File: src/rtl/branch_flag_unit.sv
// N/Z/C flag owner for accumulators A and B, with an in-flight scoreboard that stalls branches on unwritten flags.
// Optional define BRANCH_FLAG_FORWARD_EN: bypass writeback flags to the outputs and release the stall in the writeback cycle.
module branch_flag_unit #(
  parameter int DATA_WIDTH = 16,
  parameter int PIPE_DEPTH = 2
) (
  input  logic                  Clock,
  input  logic                  Reset,
  input  logic                  iIssueValid,
  input  logic                  iIssueSetsFlagsA,
  input  logic                  iIssueSetsFlagsB,
  input  logic                  iIssueReadsA,
  input  logic                  iIssueReadsB,
  input  logic                  iWbValid,
  input  logic                  iWbSelB,
  input  logic [DATA_WIDTH-1:0] iWbResult,
  input  logic                  iWbCarry,
  output logic                  oN_A,
  output logic                  oZ_A,
  output logic                  oC_A,
  output logic                  oN_B,
  output logic                  oZ_B,
  output logic                  oC_B,
  output logic                  oStall,
  output logic                  oScoreErr
);

  localparam int CW = $clog2(PIPE_DEPTH + 1);
  localparam logic [CW-1:0] PEND_MAX = CW'(PIPE_DEPTH);
  localparam logic [CW-1:0] PEND_ONE = CW'(1);

  // flag vectors are {N, Z, C}
  logic [2:0]    flags_a_q, flags_a_d;
  logic [2:0]    flags_b_q, flags_b_d;
  logic [CW-1:0] pend_a_q, pend_a_d;
  logic [CW-1:0] pend_b_q, pend_b_d;
  logic          score_err_q, score_err_d;

  logic [2:0] wb_flags;
  logic       wb_a, wb_b;
  logic       stall_a, stall_b, stall;
  logic       accept;
  logic [CW:0] pend_a_nxt, pend_b_nxt;

  // Returns {error, next count}; simultaneous inc and dec cancel with no error.
  function automatic logic [CW:0] pend_next(input logic [CW-1:0] pend,
                                            input logic inc, input logic dec);
    logic [CW:0] r;
    r = {1'b0, pend};
    if (inc && !dec) begin
      if (pend == PEND_MAX) r[CW] = 1'b1;
      else                  r[CW-1:0] = pend + PEND_ONE;
    end else if (dec && !inc) begin
      if (pend == '0) r[CW] = 1'b1;
      else            r[CW-1:0] = pend - PEND_ONE;
    end
    return r;
  endfunction

  always_comb begin
    wb_flags = {iWbResult[DATA_WIDTH-1], (iWbResult == '0), iWbCarry};
    wb_a     = iWbValid & ~iWbSelB;
    wb_b     = iWbValid & iWbSelB;

    stall_a = iIssueReadsA & (pend_a_q != '0);
    stall_b = iIssueReadsB & (pend_b_q != '0);
`ifdef BRANCH_FLAG_FORWARD_EN
    // last pending result arrives this cycle and is bypassed to the evaluator
    if (wb_a && pend_a_q == PEND_ONE) stall_a = 1'b0;
    if (wb_b && pend_b_q == PEND_ONE) stall_b = 1'b0;
`endif
    stall  = ~Reset & iIssueValid & (stall_a | stall_b);
    accept = iIssueValid & ~stall;

    pend_a_nxt = pend_next(pend_a_q, accept & iIssueSetsFlagsA, wb_a);
    pend_b_nxt = pend_next(pend_b_q, accept & iIssueSetsFlagsB, wb_b);

    pend_a_d    = pend_a_nxt[CW-1:0];
    pend_b_d    = pend_b_nxt[CW-1:0];
    score_err_d = score_err_q | pend_a_nxt[CW] | pend_b_nxt[CW];
    flags_a_d   = wb_a ? wb_flags : flags_a_q;
    flags_b_d   = wb_b ? wb_flags : flags_b_q;
  end

  always_ff @(posedge Clock) begin
    if (Reset) begin
      flags_a_q   <= '0;
      flags_b_q   <= '0;
      pend_a_q    <= '0;
      pend_b_q    <= '0;
      score_err_q <= 1'b0;
    end else begin
      flags_a_q   <= flags_a_d;
      flags_b_q   <= flags_b_d;
      pend_a_q    <= pend_a_d;
      pend_b_q    <= pend_b_d;
      score_err_q <= score_err_d;
    end
  end

  always_comb begin
`ifdef BRANCH_FLAG_FORWARD_EN
    {oN_A, oZ_A, oC_A} = wb_a ? wb_flags : flags_a_q;
    {oN_B, oZ_B, oC_B} = wb_b ? wb_flags : flags_b_q;
`else
    {oN_A, oZ_A, oC_A} = flags_a_q;
    {oN_B, oZ_B, oC_B} = flags_b_q;
`endif
    oStall    = stall;
    oScoreErr = score_err_q;
  end

endmodule
File: config.mk
export PLATFORM = sky130hd
export DESIGN_NAME = branch_flag_unit
export DESIGN_NICKNAME = d
export VERILOG_FILES = /design/src/rtl/branch_flag_unit.sv
export SDC_FILE = /design/constraint.sdc
export NUM_CORES = 1
export LEC_CHECK = 0
export ABC_AREA = 1
export CORE_MARGIN = 1
export CORE_UTILIZATION = 39
export CTS_CLUSTER_DIAMETER = 150
export DETAILED_ROUTE_END_ITERATION = 10
export GPL_TIMING_DRIVEN = 0
export HOLD_SLACK_MARGIN = 0.12
export PLACE_DENSITY_LB_ADDON = 0.05
export SYNTH_ARGS = -nofsm -noshare
export SYNTH_HDL_FRONTEND = slang
export SYNTH_SLANG_ARGS = --single-unit
File: constraint.sdc
create_clock -name Clock -period 2 [get_ports Clock]
set_input_delay 0.4 -clock Clock [delete_from_list [all_inputs] [get_ports Clock]]
set_output_delay 0.4 -clock Clock [all_outputs]
set_load 0.02 [all_outputs]
==> results of run 1 <==
## cells in the mapped netlist
cell / n
nor2_1: 27
nand2_1: 19
inv_1: 17
o21ai_0: 13
dfxtp_1: 11
ha_1: 8
a21oi_1: 3
nand3_1: 3
inv_2: 2
nor2_2: 2
o21ai_1: 2
a21boi_0: 1
nand2_2: 1
nor2_4: 1
## worst reg2reg max path, cell delays in order, from the launching register on
cell	delay, ns
dfxtp_1	0.34
inv_1	0.07
ha_1	0.21
inv_1	0.08
nand2_1	0.05
nand2_1	0.07
nand3_2	0.09
nand3_1	0.11
inv_1	0.05
ha_2	0.30
inv_1	0.03
nand2_1	0.10
nor2_4	0.05
o21ai_0	0.16
nor2_1	0.05
## registers in the layout, summed over array words and instances, names as in the netlist
name / flops
flags_a_q: 3
pend_b_q: 2
pend_a_q: 2
flags_b_q: 3
oScoreErr: 1
## area by class of cell
| cell class | count | area (sq um) | area share, % |
|---|---|---|---|
| multi-input cells | 80 | 440 | 39.5 |
| well taps | 25 | 31.3 | 2.81 |
| repair buffers | 33 | 325 | 29.2 |
| inverters | 19 | 71.3 | 6.40 |
| flip-flops and latches | 11 | 220 | 19.8 |
| clock buffers | 4 | 26.3 | 2.36 |
## power by group
part / internal (uW) / switching, uW / leakage (uW)
clock network: 77.2 / 77.7 / 0.0000150
logic: 108 / 108 / 0.000387
registers: 239 / 10.9 / 0.0000904
## metrics by stage
stage | area [sq um] | power, uW
floorplan | 707 | 365
global placement | 1070 | 455
detailed placement | 1070 | 462
CTS | 1090 | 622
global route | 1110 | 665
finish | 1110 | 621
## worst paths after layout
check	start	endpoint	slack [ns]	cells past startpoint
max reg2reg	pend_a_q[0]	pend_a_q[1]	0.15	14
min reg2reg	flags_b_q[0]	flags_b_q[0]	0.49	2
min	flags_b_q[0]	flags_b_q[0]	0.49	2
max	Reset	pend_a_q[1]	0.13	12
## kinds of logic (layout without fill, tap and decap cells)
kind of cell | after synthesis | in the layout | share of synthesized area [%]
simple gates | 53 | 53 | 30.8
compound gates | 19 | 19 | 13.8
buf+inv | 19 | 56 | 10.1
flops | 11 | 11 | 31.2
fa+ha+maj | 8 | 8 | 14.2
## layer usage
metal / global-route usage (%) / share of wire [%] / vias to the layer above
li1: - / - / 415
met1: 19.1 / 42 / 344
met2: 30.6 / 50 / 25
met3: 4.90 / 6.3 / 2
met4: 10.9 / 1.4 / 0
met5: 0 / 0 / -
## cells in the final DEF, fill, tap and decap left out
master / n
a21boi_0: 1
a21oi_1: 3
clkbuf_1: 1
clkbuf_2: 1
clkbuf_4: 3
clkdlybuf4s50_1: 32
dfxtp_1: 11
ha_1: 6
ha_2: 2
inv_1: 17
inv_2: 2
nand2_1: 19
nand2_2: 1
nand3_1: 1
nand3_2: 2
nor2_1: 27
nor2_4: 3
o21ai_0: 13
o21ai_1: 2
## what timing repair did
item | CTS | global route
resized for setup | 1 | 8
buffers inserted | 0 | 0
pin swaps | 0 | 1
gates cloned | 0 | 0
setup endpoints to repair | 1 | 5
==> out/qor.yml, run 1 <==
timing:
  fin_crit_sh_pct: 93.5
  max_slew_margin_pct: 84.1
  fin_setup_tns_ns: 0
  tightestPinTransition_ns: 0.238
  fin_skew_ns: 0.000302
  final_max_slew_viol_count: 0
  finalSetupViolations: 0
  fin_ws_ns: 0.129
  hold_viol_final: 0
  holdWs_ns: 0.491
  fmax_ghz: 0.535
  finalCriticalPeriod_ns: 1.87
cells_and_area:
  diodes: 0
  area_delta_synth_final_pct: 57.7
  drive_gt1_share_pct: 9.52
  utilization_pct: 65.3
  fillers: 161
  stdcell_count: 172
  fin_nets: 182
clocking:
  clockBufferDepth: 2
  cts_sinks: 11
  root_buffer: "clkbuf_4"
  cts_buffers: 3
  htreeDepth: 1
  cts_tree: "yes"
  clkSlewWorstSetupHoldPaths_ns: 0.07
  cts_hold_buf: 0
  clk_latency_ns: 0.27
critical_path:
  cp_slowest_cell: "clkdlybuf4s50_1"
  path_common_cell: "inv_1"
  required_ns: 2.16
  path_buf_inv: 5
  path_class: "in2reg"
  worstPathMaxFanout: 9
  cp-start-kind: "input port"
  crit_family: "buffers and inverters"
  arrival_ns: 2.03
  slowest_delay_ns: 0.54
  crit_path_end_kind: "register"
  cp_cell_sequence: "clkdlybuf4s50_1 -> inv_2 -> nand3_2 -> nand3_1 -> inv_1 -> ha_2 -> inv_1 -> nand2_1 -> nor2_4 -> inv_1 -> nor2_1 -> nor2_1"
placement:
  gp_congestion: 0.717
  post-place-cells: 168
  io_buffers: 33
  dp_slack_ns: -0.252
  dp_hpwl_microns: 1340
synth:
  syn_area_sq_um: 707
  yosys_warnings: 0
  synth_fp_nets: 144
  synthCells: 110
  yosysUniqueCellTypes: 14
  ys_ff_latch: 11
  synth.top_cell.area_share_pct: 31.2
  synth_top_area_cell: "dfxtp_1"
  synth_area_leaders: "dfxtp_1 (31%), nor2_1 (14%), ha_1 (14%), nand2_1 (10%), o21ai_0 (9.2%)"
  avgSynthCellArea_sq_um: 6.43
  seq_area_frac_synth_pct: 31.2
route:
  antenna_left: 0
  vias: 786
  drt-total-wl_microns: 1680
  via_per_inst: 4.57
  drtIter0Drc: 10
  drc: 0
  first_pass_iters: 4
  wl_per_cell_microns: 9.78
global_route:
  grt_antenna_before_repair: 0
  grt_max_degree: 10
  grt_overflow_total: 0
  grtUsageTotal_pct: 17.7
  grt_pass1_vias: 687
  grt_pass1_wl_microns: 2530
die:
  die_h_microns: 44.6
  rows: 15
  ios: 34
  die_area_sq_um: 1990
  start_util_pct: 41.4
  fp.dieW_microns: 44.6
  core_sq_um: 1710
pwr:
  ir_drop_uv: 331
  power_density_nw_per_um2: 557
  p_leak_uw: 0.000492
job:
  max_cap_viol_count: 0
outcome:
  status: "finished, final reports clean"
hold_path:
  min_path_type: "reg2reg"
(Power assumes the default switching activity.)
==> inputs of run 2 (changes only) <==
- CORE_UTILIZATION: 39 -> 35
- clock period: 2 -> 1.7 ns (I/O delays scaled with it)
==> out/qor.yml, run 2 (same netlist as run 1, synthesis figures left out) <==
clocking:
  root_buffer: "clkbuf_4"
  cts_buffers: 3
  cts_hold_buf: 0
  htreeDepth: 1
  cts_tree: "yes"
  cts_sinks: 11
  clk_latency_ns: 0.27
  clockBufferDepth: 2
  clkSlewWorstSetupHoldPaths_ns: 0.08
critical_path:
  slowest_delay_ns: 0.34
  path_class: "reg2reg"
  worstPathMaxFanout: 6
  required_ns: 1.87
  cp_cell_sequence: "inv_2 -> ha_4 -> inv_2 -> nand2_1 -> nand2_1 -> nand3_2 -> nand3_2 -> inv_2 -> ha_4 -> nor2_2 -> nor2_4 -> o21ai_0 -> nor2_1"
  path_buf_inv: 3
  crit_family: "simple AND/OR/NAND/NOR gates"
  path_common_cell: "inv_2"
  r2r_setup_slack_ns: -0.05
  cp_slowest_cell: "dfxtp_2"
  arrival_ns: 1.92
  crit_path_end_kind: "register"
  cp-start-kind: "register"
route:
  drt-total-wl_microns: 1920
  via_per_inst: 4.72
  wl_met2_microns: 953
  drtIter0Drc: 9
  vias: 873
  wl_per_cell_microns: 10.4
  antenna_left: 0
  top_layer_used: "met4"
  drc: 0
  drt-met1-wl_microns: 784
  route.met3.wl_microns: 95
  first_pass_iters: 4
pwr:
  seqPwrFrac_pct: 34.2
  power_density_nw_per_um2: 661
  swShare_pct: 32.7
  pwr-share-comb_pct: 44.5
  total_power_uw: 866
  p_clk_share_pct: 21.4
  ir_drop_uv: 329
  p_int_uw: 583
  p_leak_uw: 0.000589
  power_switching_uw: 284
hold_path:
  min_path_type: "in2reg"
global_route:
  grtUsageTotal_pct: 20.0
  grt_pass1_wl_microns: 2990
  grt_pass1_vias: 762
  grt_antenna_before_repair: 0
  grt_overflow_total: 0
  grt_max_degree: 10
job:
  max_cap_viol_count: 0
timing:
  hold_viol_final: 0
  max_slew_margin_pct: 84.9
  fmax_ghz: 0.572
  fin_ws_ns: -0.0494
  final_max_slew_viol_count: 0
  fin_skew_ns: 0.00445
  finalSetupViolations: 1
  fin_crit_sh_pct: 103
  finalCriticalPeriod_ns: 1.75
  holdWs_ns: 0.431
  rsz0062_at_grt: "true"
  tightestPinTransition_ns: 0.225
cells_and_area:
  drive_gt1_share_pct: 31.9
  area_delta_synth_final_pct: 85.3
  reg.largest.list: "flags_a_q x3, flags_b_q x3"
  stdcell_count: 185
  utilization_pct: 72.7
  final_common_cell: "clkdlybuf4s50_1"
  final_cell_mix: "clkdlybuf4s50_1 (31), nor2_1 (25), nand2_1 (14), buf_4 (14), o21ai_0 (13)"
  diodes: 0
  fin_nets: 195
placement:
  dp_slack_ns: -0.467
  dp_hpwl_microns: 1330
  io_buffers: 33
  gp_congestion: 0.715
  post-place-cells: 168
die:
  die_h_microns: 46.9
  core_sq_um: 1800
  rows: 15
  ios: 34
  die_area_sq_um: 2200
  fp.dieW_microns: 46.9
  start_util_pct: 39.2
outcome:
  violations: "setup timing"
  status: "finished with violations"
run 2: cell count changes in the layout (fill, tap and decap cells not counted), moves of 3 or more:
| cell | change |
|---|---|
| inv_2 | +9 |
| buf_4 | +14 |
| inv_1 | -9 |
| dfxtp_1 | -4 |
| nand2_1 | -5 |
| ha_4 | +4 |
| nand2_4 | +3 |
| dfxtp_2 | +4 |
run 2: through the flow:
step	TNS, ns	cell area, sq um
after floorplan	0	707
after global placement	-2.37	1070
after detailed placement	-2.57	1070
after CTS	0	1270
after global routing	-0.528	1310
final	-0.0494	1310
run 2: worst register-to-register path: cells and delay by family (launching register included):
family | cells | cell delay [ns]
DFF | 1 | 0.34
adders and majority gates | 2 | 0.33
and+or+nand+nor | 7 | 0.68
buffers and inverters | 3 | 0.15
AOI/OAI and AO/OA | 1 | 0.14
run 2: layout make-up:
| cell class | instances | area (sq um) |
|---|---|---|
| multi-input cells | 80 | 532 |
| clock buffers | 4 | 26.3 |
| fillers | 153 | 492 |
| well taps | 25 | 31.3 |
| inverters | 19 | 71.3 |
| repair buffers | 46 | 424 |
| flip-flops and latches | 11 | 225 |
run 2: final timing paths:
path	start	endpoint	cells past startpoint
setup / recovery	pend_a_q[0]	pend_a_q[1]	13
setup reg to reg	pend_a_q[0]	pend_a_q[1]	13
hold reg to reg	flags_b_q[2]	flags_b_q[2]	2
hold / removal	Reset	pend_a_q[0]	2
run 2: power by group through the flow:
stage | Sequential [uW] | Clock (uW) | Combinational, uW
floorplan | 312 | 0 | 117
global placement | 299 | 0 | 237
detailed placement | 299 | 0 | 244
CTS | 296 | 185 | 350
global route | 299 | 203 | 418
finish | 296 | 185 | 385
run 2: routing by layer:
layer	up-vias	GRT usage [%]
li1	444	-
met3	8	3.46
met4	0	10.3
met5	-	0
met1	386	21.7
met2	35	36.9
run 2: timing repair:
item	CTS	global route
pin swaps	10	9
hold endpoints to repair	0	0
gates resized for setup	34	10
setup endpoints to repair	6	6
buffers inserted	12	1
==> inputs of run 3 (changes only) <==
- CORE_MARGIN: 1 -> 2
==> out/qor.yml, run 3 (same netlist as run 1, synthesis figures left out) <==
critical_path:
  cp-start-kind: "register"
  crit_path_end_kind: "register"
  required_ns: 1.87
  arrival_ns: 1.87
  worstPathMaxFanout: 4
  slowest_delay_ns: 0.34
  path_class: "reg2reg"
  cp_cell_sequence: "inv_2 -> ha_4 -> inv_2 -> nand2_1 -> nand2_1 -> nand3_2 -> nand3_2 -> inv_2 -> ha_4 -> inv_2 -> nand2_1 -> nor2_4 -> o21ai_0 -> nor2_1"
  cp_slowest_cell: "dfxtp_2"
  cp-startpoint: "pend_b_q[0]"
  r2r-start: "pend_b_q[0]"
  path_common_cell: "inv_2"
route:
  wl_per_cell_microns: 10.7
  first_pass_iters: 4
  vias: 808
  antenna_left: 0
  drc: 0
  drt-total-wl_microns: 1950
  drtIter0Drc: 7
  via_per_inst: 4.44
timing:
  max_slew_margin_pct: 84.8
  fmax_ghz: 0.588
  finalCriticalPeriod_ns: 1.70
  finalSetupViolations: 0
  fin_crit_sh_pct: 100
  hold_viol_final: 0
  final_max_slew_viol_count: 0
  fin_setup_tns_ns: 0
  rsz0062_at_grt: "true"
  fin_skew_ns: 0.000118
  tightestPinTransition_ns: 0.228
cells_and_area:
  reg.largest.list: "flags_a_q x3, flags_b_q x3"
  utilization_pct: 64.8
  fillers: 180
  final_area_sq_um: 1260
  final_common_cell: "clkdlybuf4s50_1"
  area_delta_synth_final_pct: 77.9
  regArea_sq_um: 225
  multi_input_area_sq_um: 510
  drive_gt1_share_pct: 29.0
  diodes: 0
  final_cell_mix: "clkdlybuf4s50_1 (31), nor2_1 (25), nand2_1 (15), inv_2 (12), o21ai_0 (12)"
  fin_nets: 190
outcome:
  status: "finished, final reports clean"
placement:
  gp_congestion: 0.795
  dp_hpwl_microns: 1420
  io_buffers: 33
  postPlaceCellArea_sq_um: 1070
die:
  die_area_sq_um: 2400
  rows: 16
  die_h_microns: 48.9
  start_util_pct: 36.4
  fp.dieW_microns: 48.9
  core_sq_um: 1940
  ios: 34
global_route:
  grt_pass1_wl_microns: 3110
  grt_overflow_total: 0
  grtUsageTotal_pct: 16.8
  grt_antenna_before_repair: 0
  grt_max_degree: 10
  grt_pass1_vias: 803
hold_path:
  min_path_type: "in2reg"
  hold_path_startpoint: "Reset"
clocking:
  root_buffer: "clkbuf_4"
  clkSlewWorstSetupHoldPaths_ns: 0.07
  htreeDepth: 1
  cts_hold_buf: 0
  clk_latency_ns: 0.28
  cts_buffers: 3
  cts_tree: "yes"
  cts_sinks: 11
  clockBufferDepth: 2
pwr:
  power_density_nw_per_um2: 657
  p_leak_uw: 0.000547
  ir_drop_uv: 539
job:
  max_cap_viol_count: 0
==> run 3: cell types whose count changed in the layout (fill, tap and decap cells not counted), sizes merged <==
| cell | change |
|---|---|
| buf | -5 |
==> run 3: where the power goes <==
group          switching (uW)  internal, uW
sequential               14.5           283
clock                    98.0          91.1
combinational             158           181
total                     270           555
==> run 3: timing repair <==
action | 4_1_cts | 5_1_grt
setup buffers | 6 | 2
gates resized for setup | 32 | 10
pin swaps | 14 | 6
cloned | 0 | 0
setup endpoints to repair | 6 | 6
==> run 3: layout make-up <==
| type | instances | share of cell area, % |
|---|---|---|
| inverters | 19 | 5.67 |
| repair buffers | 41 | 31.0 |
| flip-flops and latches | 11 | 17.9 |
| multi-input cells | 80 | 40.6 |
| clock buffers | 4 | 2.09 |
| well taps | 27 | 2.69 |
==> run 3: worst paths after layout <==
kind                   to  slack [ns]  depth (start not counted)
min           pend_b_q[0]        0.45                          2
max           pend_b_q[1]      0.0006                         14
max reg2reg   pend_b_q[1]      0.0006                         14
min reg2reg  flags_b_q[2]        0.51                          2
==> run 3: through the flow <==
| stage | std cells | total power [uW] | setup WS [ns] | hold WS (ns) |
|---|---|---|---|---|
| floorplan | 110 | 430 | 0.00368 | 0.409 |
| global placement | 170 | 539 | -0.454 | 0.479 |
| detailed placement | 170 | 544 | -0.455 | 0.479 |
| CTS | 180 | 792 | -0.000438 | 0.431 |
| global route | 182 | 883 | -0.132 | 0.449 |
| finish | 182 | 826 | 0.000582 | 0.447 |
==> run 3: critical path: cells and delay by family, from the launching register on <==
kind            cells  cell delay (ns)
compound gates      1             0.14
fa+ha+maj           2             0.41
buf+inv             4             0.18
flops               1             0.34
simple gates        7             0.52
==> run 3: metal layers <==
layer / vias up / GRT usage [%] / wire length (microns)
met1: 353 / 18.3 / 802
met3: 4 / 5.83 / 99
met4: 0 / 5.71 / 38
li1: 430 / - / -
met5: - / 0 / 0
met2: 21 / 29.9 / 1010
